$ cat config.mk
export PLATFORM = sky130hd
export DESIGN_NAME = pc_next_unit
export DESIGN_NICKNAME = d
export VERILOG_FILES = /design/src/rtl/pc_next_unit.sv
export SDC_FILE = /design/constraint.sdc
export NUM_CORES = 1
export LEC_CHECK = 0
export ABC_AREA = 1
export CELL_PAD_IN_SITES_DETAIL_PLACEMENT = 0
export CELL_PAD_IN_SITES_GLOBAL_PLACEMENT = 1
export CORE_MARGIN = 4
export CORE_UTILIZATION = 44
export DETAILED_ROUTE_END_ITERATION = 8
export DONT_BUFFER_PORTS = 1
export PLACE_DENSITY = 0.88
export RECOVER_POWER = 100
export SETUP_SLACK_MARGIN = 0.2
export SYNTH_ARGS = -nofsm -noshare
export SYNTH_HDL_FRONTEND = slang
export SYNTH_SLANG_ARGS = --single-unit
$ cat constraint.sdc
create_clock -name clk -period 2.9 [get_ports clk]
set_clock_uncertainty 0.05 [all_clocks]
set_input_delay 0.87 -clock clk [delete_from_list [all_inputs] [get_ports clk]]
set_output_delay 0.87 -clock clk [all_outputs]
set_load 0.05 [all_outputs]
$ cat src/rtl/pc_next_unit.sv
// pc_next_unit
//   Program-counter unit for the single-cycle core. Holds the architectural
//   PC and selects the next PC among sequential flow, the six RISC-V
//   conditional branches, JAL, JALR and trap entry. Also provides stall,
//   halt/resume, a post-reset boot delay, misaligned-target rejection and a
//   one-cycle redirect pulse for downstream flush.
//
// Parameters
//   XLEN         : PC / immediate / register width
//   RESET_VECTOR : PC value on reset (4-byte aligned)
//   BOOT_CYCLES  : edges spent in BOOT after reset release (>= 1)
//
// Ports
//   clk, reset          : clock, asynchronous active-high reset
//   stall               : hold PC this cycle
//   halt_req, resume    : enter / leave HALTED
//   branch, branch_op   : conditional branch and its funct3
//   cmp_zero/lt/ltu     : ALU compare flags (eq, signed lt, unsigned lt)
//   jal, jalr           : jump controls
//   imm                 : sign-extended byte offset
//   rs1_val             : JALR base
//   trap, trap_vector   : trap entry request and target
//   pc                  : registered current PC
//   link_addr           : pc + 4 (combinational)
//   valid               : registered, high only in RUN
//   redirect            : one-cycle pulse after a non-sequential PC load
//   misaligned          : one-cycle pulse after a rejected target
//   state               : BOOT=0, RUN=1, HALTED=2
module pc_next_unit #(
    parameter int unsigned XLEN         = 32,
    parameter logic [XLEN-1:0] RESET_VECTOR = '0,
    parameter int unsigned BOOT_CYCLES  = 2
) (
    input  logic            clk,
    input  logic            reset,
    input  logic            stall,
    input  logic            halt_req,
    input  logic            resume,
    input  logic            branch,
    input  logic [2:0]      branch_op,
    input  logic            cmp_zero,
    input  logic            cmp_lt,
    input  logic            cmp_ltu,
    input  logic            jal,
    input  logic            jalr,
    input  logic [XLEN-1:0] imm,
    input  logic [XLEN-1:0] rs1_val,
    input  logic            trap,
    input  logic [XLEN-1:0] trap_vector,
    output logic [XLEN-1:0] pc,
    output logic [XLEN-1:0] link_addr,
    output logic            valid,
    output logic            redirect,
    output logic            misaligned,
    output logic [1:0]      state
);

    typedef enum logic [1:0] {
        ST_BOOT   = 2'd0,
        ST_RUN    = 2'd1,
        ST_HALTED = 2'd2
    } state_t;

    // Counter only needs to reach BOOT_CYCLES-1.
    localparam int unsigned CNT_W = (BOOT_CYCLES > 1) ? $clog2(BOOT_CYCLES) : 1;
    localparam logic [CNT_W-1:0] BOOT_LAST = CNT_W'(BOOT_CYCLES - 1);

    state_t            state_q;
    logic [CNT_W-1:0]  boot_cnt;
    logic [XLEN-1:0]   pc_q;

    logic              branch_taken;
    logic [XLEN-1:0]   seq_pc;
    logic [XLEN-1:0]   rel_target;
    logic [XLEN-1:0]   jalr_sum;
    logic [XLEN-1:0]   jalr_target;
    logic              jump_sel;
    logic [XLEN-1:0]   jump_target;

    // Branch condition decode from funct3; 010/011 are never taken.
    always_comb begin
        branch_taken = 1'b0;
        case (branch_op)
            3'b000:  branch_taken = cmp_zero;
            3'b001:  branch_taken = ~cmp_zero;
            3'b100:  branch_taken = cmp_lt;
            3'b101:  branch_taken = ~cmp_lt;
            3'b110:  branch_taken = cmp_ltu;
            3'b111:  branch_taken = ~cmp_ltu;
            default: branch_taken = 1'b0;
        endcase
    end

    // Target arithmetic; all sums wrap modulo 2^XLEN.
    always_comb begin
        seq_pc      = pc_q + XLEN'(4);
        rel_target  = pc_q + imm;
        jalr_sum    = rs1_val + imm;
        jalr_target = {jalr_sum[XLEN-1:1], 1'b0};
        jump_sel    = 1'b0;
        jump_target = seq_pc;
        if (jalr) begin
            jump_sel    = 1'b1;
            jump_target = jalr_target;
        end else if (jal) begin
            jump_sel    = 1'b1;
            jump_target = rel_target;
        end else if (branch && branch_taken) begin
            jump_sel    = 1'b1;
            jump_target = rel_target;
        end
    end

    always_ff @(posedge clk or posedge reset) begin
        if (reset) begin
            state_q    <= ST_BOOT;
            boot_cnt   <= '0;
            pc_q       <= RESET_VECTOR;
            valid      <= 1'b0;
            redirect   <= 1'b0;
            misaligned <= 1'b0;
        end else begin
            // Pulses are cleared unless this edge generates them.
            redirect   <= 1'b0;
            misaligned <= 1'b0;
            case (state_q)
                ST_BOOT: begin
                    boot_cnt <= boot_cnt + CNT_W'(1);
                    if (boot_cnt == BOOT_LAST) begin
                        state_q <= ST_RUN;
                        valid   <= 1'b1;
                    end
                end
                ST_RUN: begin
                    valid <= 1'b1;
                    if (trap) begin
                        pc_q     <= trap_vector;
                        redirect <= 1'b1;
                    end else if (halt_req) begin
                        state_q <= ST_HALTED;
                        valid   <= 1'b0;
                    end else if (stall) begin
                        pc_q <= pc_q;
                    end else if (jump_sel) begin
                        // A target with bit 1 set is rejected: PC holds.
                        if (jump_target[1]) begin
                            misaligned <= 1'b1;
                        end else begin
                            pc_q     <= jump_target;
                            redirect <= 1'b1;
                        end
                    end else begin
                        pc_q <= seq_pc;
                    end
                end
                ST_HALTED: begin
                    if (trap) begin
                        pc_q     <= trap_vector;
                        redirect <= 1'b1;
                        state_q  <= ST_RUN;
                        valid    <= 1'b1;
                    end else if (resume && !halt_req) begin
                        state_q <= ST_RUN;
                        valid   <= 1'b1;
                    end else begin
                        valid <= 1'b0;
                    end
                end
                default: begin
                    state_q <= ST_BOOT;
                    valid   <= 1'b0;
                end
            endcase
        end
    end

    assign pc        = pc_q;
    assign link_addr = seq_pc;
    assign state     = state_q;

endmodule

==> results of run 1 <==
[worst max path at each step]
stage	startpoint	slack (ps)	end
global placement	imm[0]	-60	pc[26]$_DFFE_PP0P_
finish	pc[5]$_DFFE_PP0P_	90	link_addr[5]
floorplan	pc[2]$_DFFE_PP0P_	110	link_addr[18]
global route	pc[16]$_DFFE_PP0P_	30	link_addr[30]
CTS	pc[7]$_DFFE_PP0P_	60	link_addr[28]
detailed placement	imm[0]	-70	pc[26]$_DFFE_PP0P_
[worst max-delay path, delay by kind of cell (launching register included)]
family / cells / cell delay (ps)
buffers and inverters: 3 / 980
DFF: 1 / 400
xor gates and xnor gates: 1 / 220
[cells by family (layout without fill, tap and decap cells)]
group,Yosys count,in the layout,share of synthesized area
xor gates and xnor gates,24,24,0.0269
adders and majority gates,68,68,0.107
AOI/OAI and AO/OA,172,172,0.115
and+or+nand+nor,964,964,0.504
DFF,38,38,0.118
buffers and inverters,267,404,0.130
[per-layer routing]
metal  global-route usage  vias to the layer above  share of wire
li1                     -                     5142              -
met1                0.424                     4718           0.41
met2                0.535                      527           0.45
met3               0.0749                       82          0.099
met4                0.134                        0          0.045
met5                    0                        -              0
[cells in the final DEF, fill, tap and decap left out, drive strengths merged, types with 18 or more instances in the layout]
cell type	instances
nor2	175
nor3	24
inv	238
a21oi	81
nand4	41
nand2	582
buf	131
o21ai	67
clkbuf	31
nand3	118
ha	66
xor2	18
dfrtp	38
[synthesized netlist by cell type (4+ instances only)]
master    count  area, um2
nand2_1     577       2170
inv_1       235        882
nor2_1      168        631
nand3_1     115        576
a21oi_1      81        405
ha_1         66        826
o21ai_0      50        250
nand4_1      41        257
dfrtp_1      38        951
nor3_1       19       95.1
xor2_1       18        158
o21ai_1      16       80.1
or2_2        12       75.1
buf_2        10       50.1
clkbuf_1      9       33.8
nand3b_1      7       52.6
o21bai_1      7       52.6
inv_2         5       18.8
nor3_2        5       50.1
xnor2_1       5       43.8
a21o_1        4       30.0
buf_4         4       30.0
nor2_2        4       25.0
[flip-flops by register name, summed over array words and instances (netlist names)]
| name | count |
|---|---|
| pc | 32 |
| state | 2 |
| boot_cnt | 1 |
| misaligned | 1 |
| redirect | 1 |
| valid | 1 |
[what timing repair did]
item	in CTS	in global routing
endpoints found under the setup margin	24	43
resized for setup	42	60
setup buffers	37	8
pin swaps	15	15
[power groups by stage]
stage	logic, uW	clock network, uW	registers (uW)
5_1_grt	9750	620	1300
3_3_place_gp	8170	0	1400
2_1_floorplan	4890	0	2070
6_report	8990	599	1280
4_1_cts	8860	601	1260
3_5_place_dp	8210	0	1400
[cell type report]
cell class                      instances  area share
Sequential cell                        38      0.0960
Timing Repair Buffer                  156       0.129
Multi-Input combinational cell       1228       0.643
Tap cell                              229      0.0282
Clock inverter                          2     0.00123
Inverter                              240      0.0893
Clock buffer                            6      0.0137
[per-stage QoR]
stage                     hold slack [ps]  area [um2]  total power (uW)  cells  setup TNS [ps]
final                                 454       10200             10900   1899               0
after global placement                438        9490              9570   1846           -63.9
after floorplan                       414        8320              6970   1533               0
after global routing                  485       10200             11700   1899               0
after CTS                             452       10100             10700   1891               0
after detailed placement              438        9490              9610   1846            -141
==> results.py, run 1 <==
metrics = {
    "run_status": {
        "outcome": "complete, no violations",
    },
    "cells_and_area": {
        "syn2layout_area_growth_pct": 25.6,
        "num-fill-cells": 1959,
        "post_route_cells_drive_above_1_share": 0.163,
        "finalNetCount": 1848,
        "multi_input_area_mm2": 0.00654,
        "antenna_cells": 0,
        "final_util": 0.564,
        "regArea_um2": 976,
    },
    "power": {
        "leakagePower_uw": 0.00565,
        "p_sw_frac": 0.616,
        "p_int_uw": 4170,
        "p_switching_uw": 6690,
        "power_frac_clock": 0.055,
        "ir_drop_uv": 993,
        "power_density_mw_per_mm2": 1070,
        "pwr-share-comb": 0.827,
        "seqPwrFrac": 0.118,
    },
    "clock_tree": {
        "cts_made_buffers": 5,
        "clock_latency_ps": 300,
        "htree_levels": 2,
        "cts_tree": "yes",
        "clkSlewWorstSetupHoldPaths_ps": 60,
        "clockBufferDepth": 2,
        "clock-root-buffer": "clkbuf_16",
        "cts_hold_buf": 0,
        "clock_sinks": 38,
    },
    "grt": {
        "track_usage": 0.330,
        "antenna_found_initial": 0,
        "grt_pass1_vias": 9812,
        "grt_first_pass_wirelength_mm": 52.5,
        "grt_start_max_net_pins": 39,
        "overflow": 0,
    },
    "worst_setup_path": {
        "critPathKind": "reg2out",
        "cp_slowest_cell": "clkbuf_1",
        "path_max_fanout": 3,
        "end_kind": "output pin",
        "critPathMaxStageDelay_ps": 600,
        "cp.arrival_ps": 1890,
        "crit_chain": "buf_4, clkbuf_1, xor2_2, buf_4",
        "startpoint_type": "register",
        "cp.required_ps": 1980,
        "r2r_start": "pc[30]$_DFFE_PP0P_",
        "r2r_end": "pc[31]$_DFFE_PP0P_",
        "ff2ff_path_depth": 13,
        "cp_common_cell": "buf_4",
        "regToRegSetupSlack_ps": 260,
    },
    "placed_design": {
        "gp_congestion": 1.03,
        "port_buffers": 0,
        "place_ws_ps": -71.6,
        "dp_hpwl_mm": 28.8,
    },
    "floorplan": {
        "fp.dieW_um": 144,
        "die_area_mm2": 0.0206,
        "num_rows": 49,
        "fp.dieH_um": 144,
        "start_util": 0.449,
        "ios": 180,
        "core_mm2": 0.0180,
    },
    "sta": {
        "fmax_ghz": 0.356,
        "hold_viol": 0,
        "rsz0062_at_grt": "true",
        "worst_slack_ps": 88.7,
        "max_slew_margin": 0.149,
        "finalSetupViolations": 0,
        "post-route-min-period_ps": 2810,
        "worst_pin_slew_ps": 1280,
        "finalCritPeriodShare": 0.969,
        "slew_violations": 0,
    },
    "synth": {
        "avgSynthCellArea_um2": 5.28,
        "syn_nets": 1712,
        "yosysSeqAreaShare": 0.118,
        "synth-edff-count": 0,
        "ys_ff_latch": 38,
        "synth.distinct_cells": 47,
        "syn_inst": 1533,
        "netlist_area_mm2": 0.00809,
        "synth_top_flop_cell": "dfrtp_1",
        "async_flop_share": 1.00,
        "ys_warn_count": 0,
    },
    "detailed_routing": {
        "wl_mm": 34.9,
        "first_pass_iters": 6,
        "vias": 10500,
        "detail-route-antenna-nets": 0,
        "vias_per_cell": 5.51,
        "drc": 0,
        "drt-wirelength-per-cell_um": 18.4,
        "drt_iter0_drc": 839,
    },
    "flow_run": {
        "drv_cap": 0,
    },
    "worst_hold_path": {
        "hold_depth": 1,
        "whs_endpoint": "boot_cnt$_DFFE_PP0P_",
        "min_path_type": "reg2reg",
        "hp-start": "boot_cnt$_DFFE_PP0P_",
    },
}
No activity file was read; power rests on OpenSTA's default activity.
==> inputs of run 2 (changes only) <==
Settings changed: CORE_ASPECT_RATIO set to 1.2, CTS_BUF_LIST set to sky130_fd_sc_hd__clkbuf_16.
==> results.py, run 2 (synthesis results as in run 1) <==
metrics = {
    "detailed_routing": {
        "wl_met2_mm": 17.2,
        "wl_met3_mm": 2.87,
        "vias_per_cell": 5.65,
        "dr.max_layer_used": "met4",
        "drt-wirelength-per-cell_um": 19.1,
        "vias": 10800,
        "detail-route-antenna-nets": 0,
        "wl_mm": 36.3,
        "first_pass_iters": 6,
        "drt_iter0_drc": 1147,
        "wirelength_met1_mm": 14.5,
        "drc": 0,
    },
    "floorplan": {
        "start_util": 0.447,
        "die_area_mm2": 0.0206,
        "num_rows": 54,
        "core_mm2": 0.0181,
        "ios": 180,
        "fp.dieH_um": 157,
        "fp.dieW_um": 132,
    },
    "grt": {
        "grt_start_max_net_pins": 39,
        "grt_first_pass_wirelength_mm": 53.4,
        "track_usage": 0.329,
        "grt_pass1_vias": 10000,
        "antenna_found_initial": 0,
        "overflow": 0,
    },
    "flow_run": {
        "drv_cap": 0,
    },
    "clock_tree": {
        "clock_sinks": 38,
        "htree_levels": 2,
        "clock-root-buffer": "clkbuf_16",
        "clockBufferDepth": 2,
        "clock_latency_ps": 300,
        "cts_tree": "yes",
        "clkSlewWorstSetupHoldPaths_ps": 70,
        "cts_hold_buf": 0,
        "cts_made_buffers": 5,
    },
    "placed_design": {
        "port_buffers": 0,
        "placed_area_mm2": 0.00946,
        "dp_hpwl_mm": 29.5,
        "gp_congestion": 0.994,
    },
    "sta": {
        "fmax_ghz": 0.345,
        "finalCritPeriodShare": 0.998,
        "worst_pin_slew_ps": 1100,
        "holdWs_ps": 465,
        "max_slew_margin": 0.268,
        "fin_tns_setup_ps": 0,
        "finalSetupViolations": 0,
        "rsz0062_at_grt": "true",
        "post-route-min-period_ps": 2890,
        "hold_viol": 0,
        "slew_violations": 0,
    },
    "cells_and_area": {
        "finish.instance_area_mm2": 0.0104,
        "antenna_cells": 0,
        "syn2layout_area_growth_pct": 29.1,
        "post_route_cells_drive_above_1_share": 0.197,
        "finalNetCount": 1858,
        "final_cell_mix": "nand2_1, inv_1, nor2_1",
        "largest_register_ff_count": 32,
        "mostFrequentLayoutCell": "nand2_1",
        "final_util": 0.577,
    },
    "power": {
        "power_density_mw_per_mm2": 1060,
        "leakagePower_uw": 0.00580,
        "ir_drop_uv": 915,
    },
    "run_status": {
        "outcome": "complete, no violations",
    },
    "worst_setup_path": {
        "startpoint_type": "register",
        "cp.arrival_ps": 1970,
        "critPathKind": "reg2out",
        "crit_chain": "ha_4, nand2_8, nor2_8, nand3_4, nor2_4, nand2_4, xnor2_4",
        "cp.required_ps": 1980,
        "cp_slowest_cell": "dfrtp_2",
        "end_kind": "output pin",
        "path_max_fanout": 4,
        "critPathMaxStageDelay_ps": 430,
    },
    "worst_hold_path": {
        "min_path_type": "reg2reg",
    },
}
==> run 2: stage by stage <==
step / worst slack [ps] / power [uW] / std cells
2_1_floorplan: 105 / 6970 / 1533
3_3_place_gp: -59.2 / 9360 / 1850
3_5_place_dp: -58.7 / 9410 / 1850
4_1_cts: 2.36 / 10500 / 1881
5_1_grt: -44.5 / 11800 / 1904
6_report: 5.47 / 11100 / 1904
==> run 2: critical path: cells and delay by family, from the launching register on <==
family	cells	cell delay (ps)
and+or+nand+nor	5	650
DFF	1	430
adders and majority gates	1	190
xor gates and xnor gates	1	390
==> run 2: path summary, 6_finish.rpt <==
path / slack [ps] / cells after the start / start / end
worst max register to register: 240 / 9 / state[0]$_DFFE_PP0P_ / pc[25]$_DFFE_PP0P_
worst min register to register: 460 / 1 / boot_cnt$_DFFE_PP0P_ / boot_cnt$_DFFE_PP0P_
worst max-delay path: 5 / 7 / pc[2]$_DFFE_PP0P_ / link_addr[24]
max in group asynchronous: 1290 / 2 / reset / pc[8]$_DFFE_PP0P_
min in group asynchronous: 760 / 2 / reset / pc[29]$_DFFE_PP0P_
worst min-delay path: 460 / 1 / boot_cnt$_DFFE_PP0P_ / boot_cnt$_DFFE_PP0P_
==> run 2: layout make-up <==
type                    count  area [um2]
multi-input cells        1228        6690
repair buffers            166        1400
inverters                 240         916
clock inverters             3        45.0
flip-flops and latches     38         981
well taps                 224         280
fillers                  1832        7660
clock buffers               5         125
==> run 2: layer usage <==
metal  vias to the layer above  track usage
li1                       5161            -
met1                      4928        0.404
met2                       556        0.590
met3                       117       0.0379
met4                         0        0.128
met5                         -            0
==> run 2: what timing repair did <==
action / CTS / global route
resized for setup: 67 / 78
setup endpoints to repair: 26 / 42
endpoints found under the hold margin: 0 / 0
setup buffers: 23 / 23
pin swaps: 18 / 24
==> run 2: report_power, final <==
part / switching [uW] / leakage [uW] / internal [uW]
clock network: 258 / 0.0000760 / 406
registers: 491 / 0.000436 / 841
logic: 6060 / 0.00529 / 3030
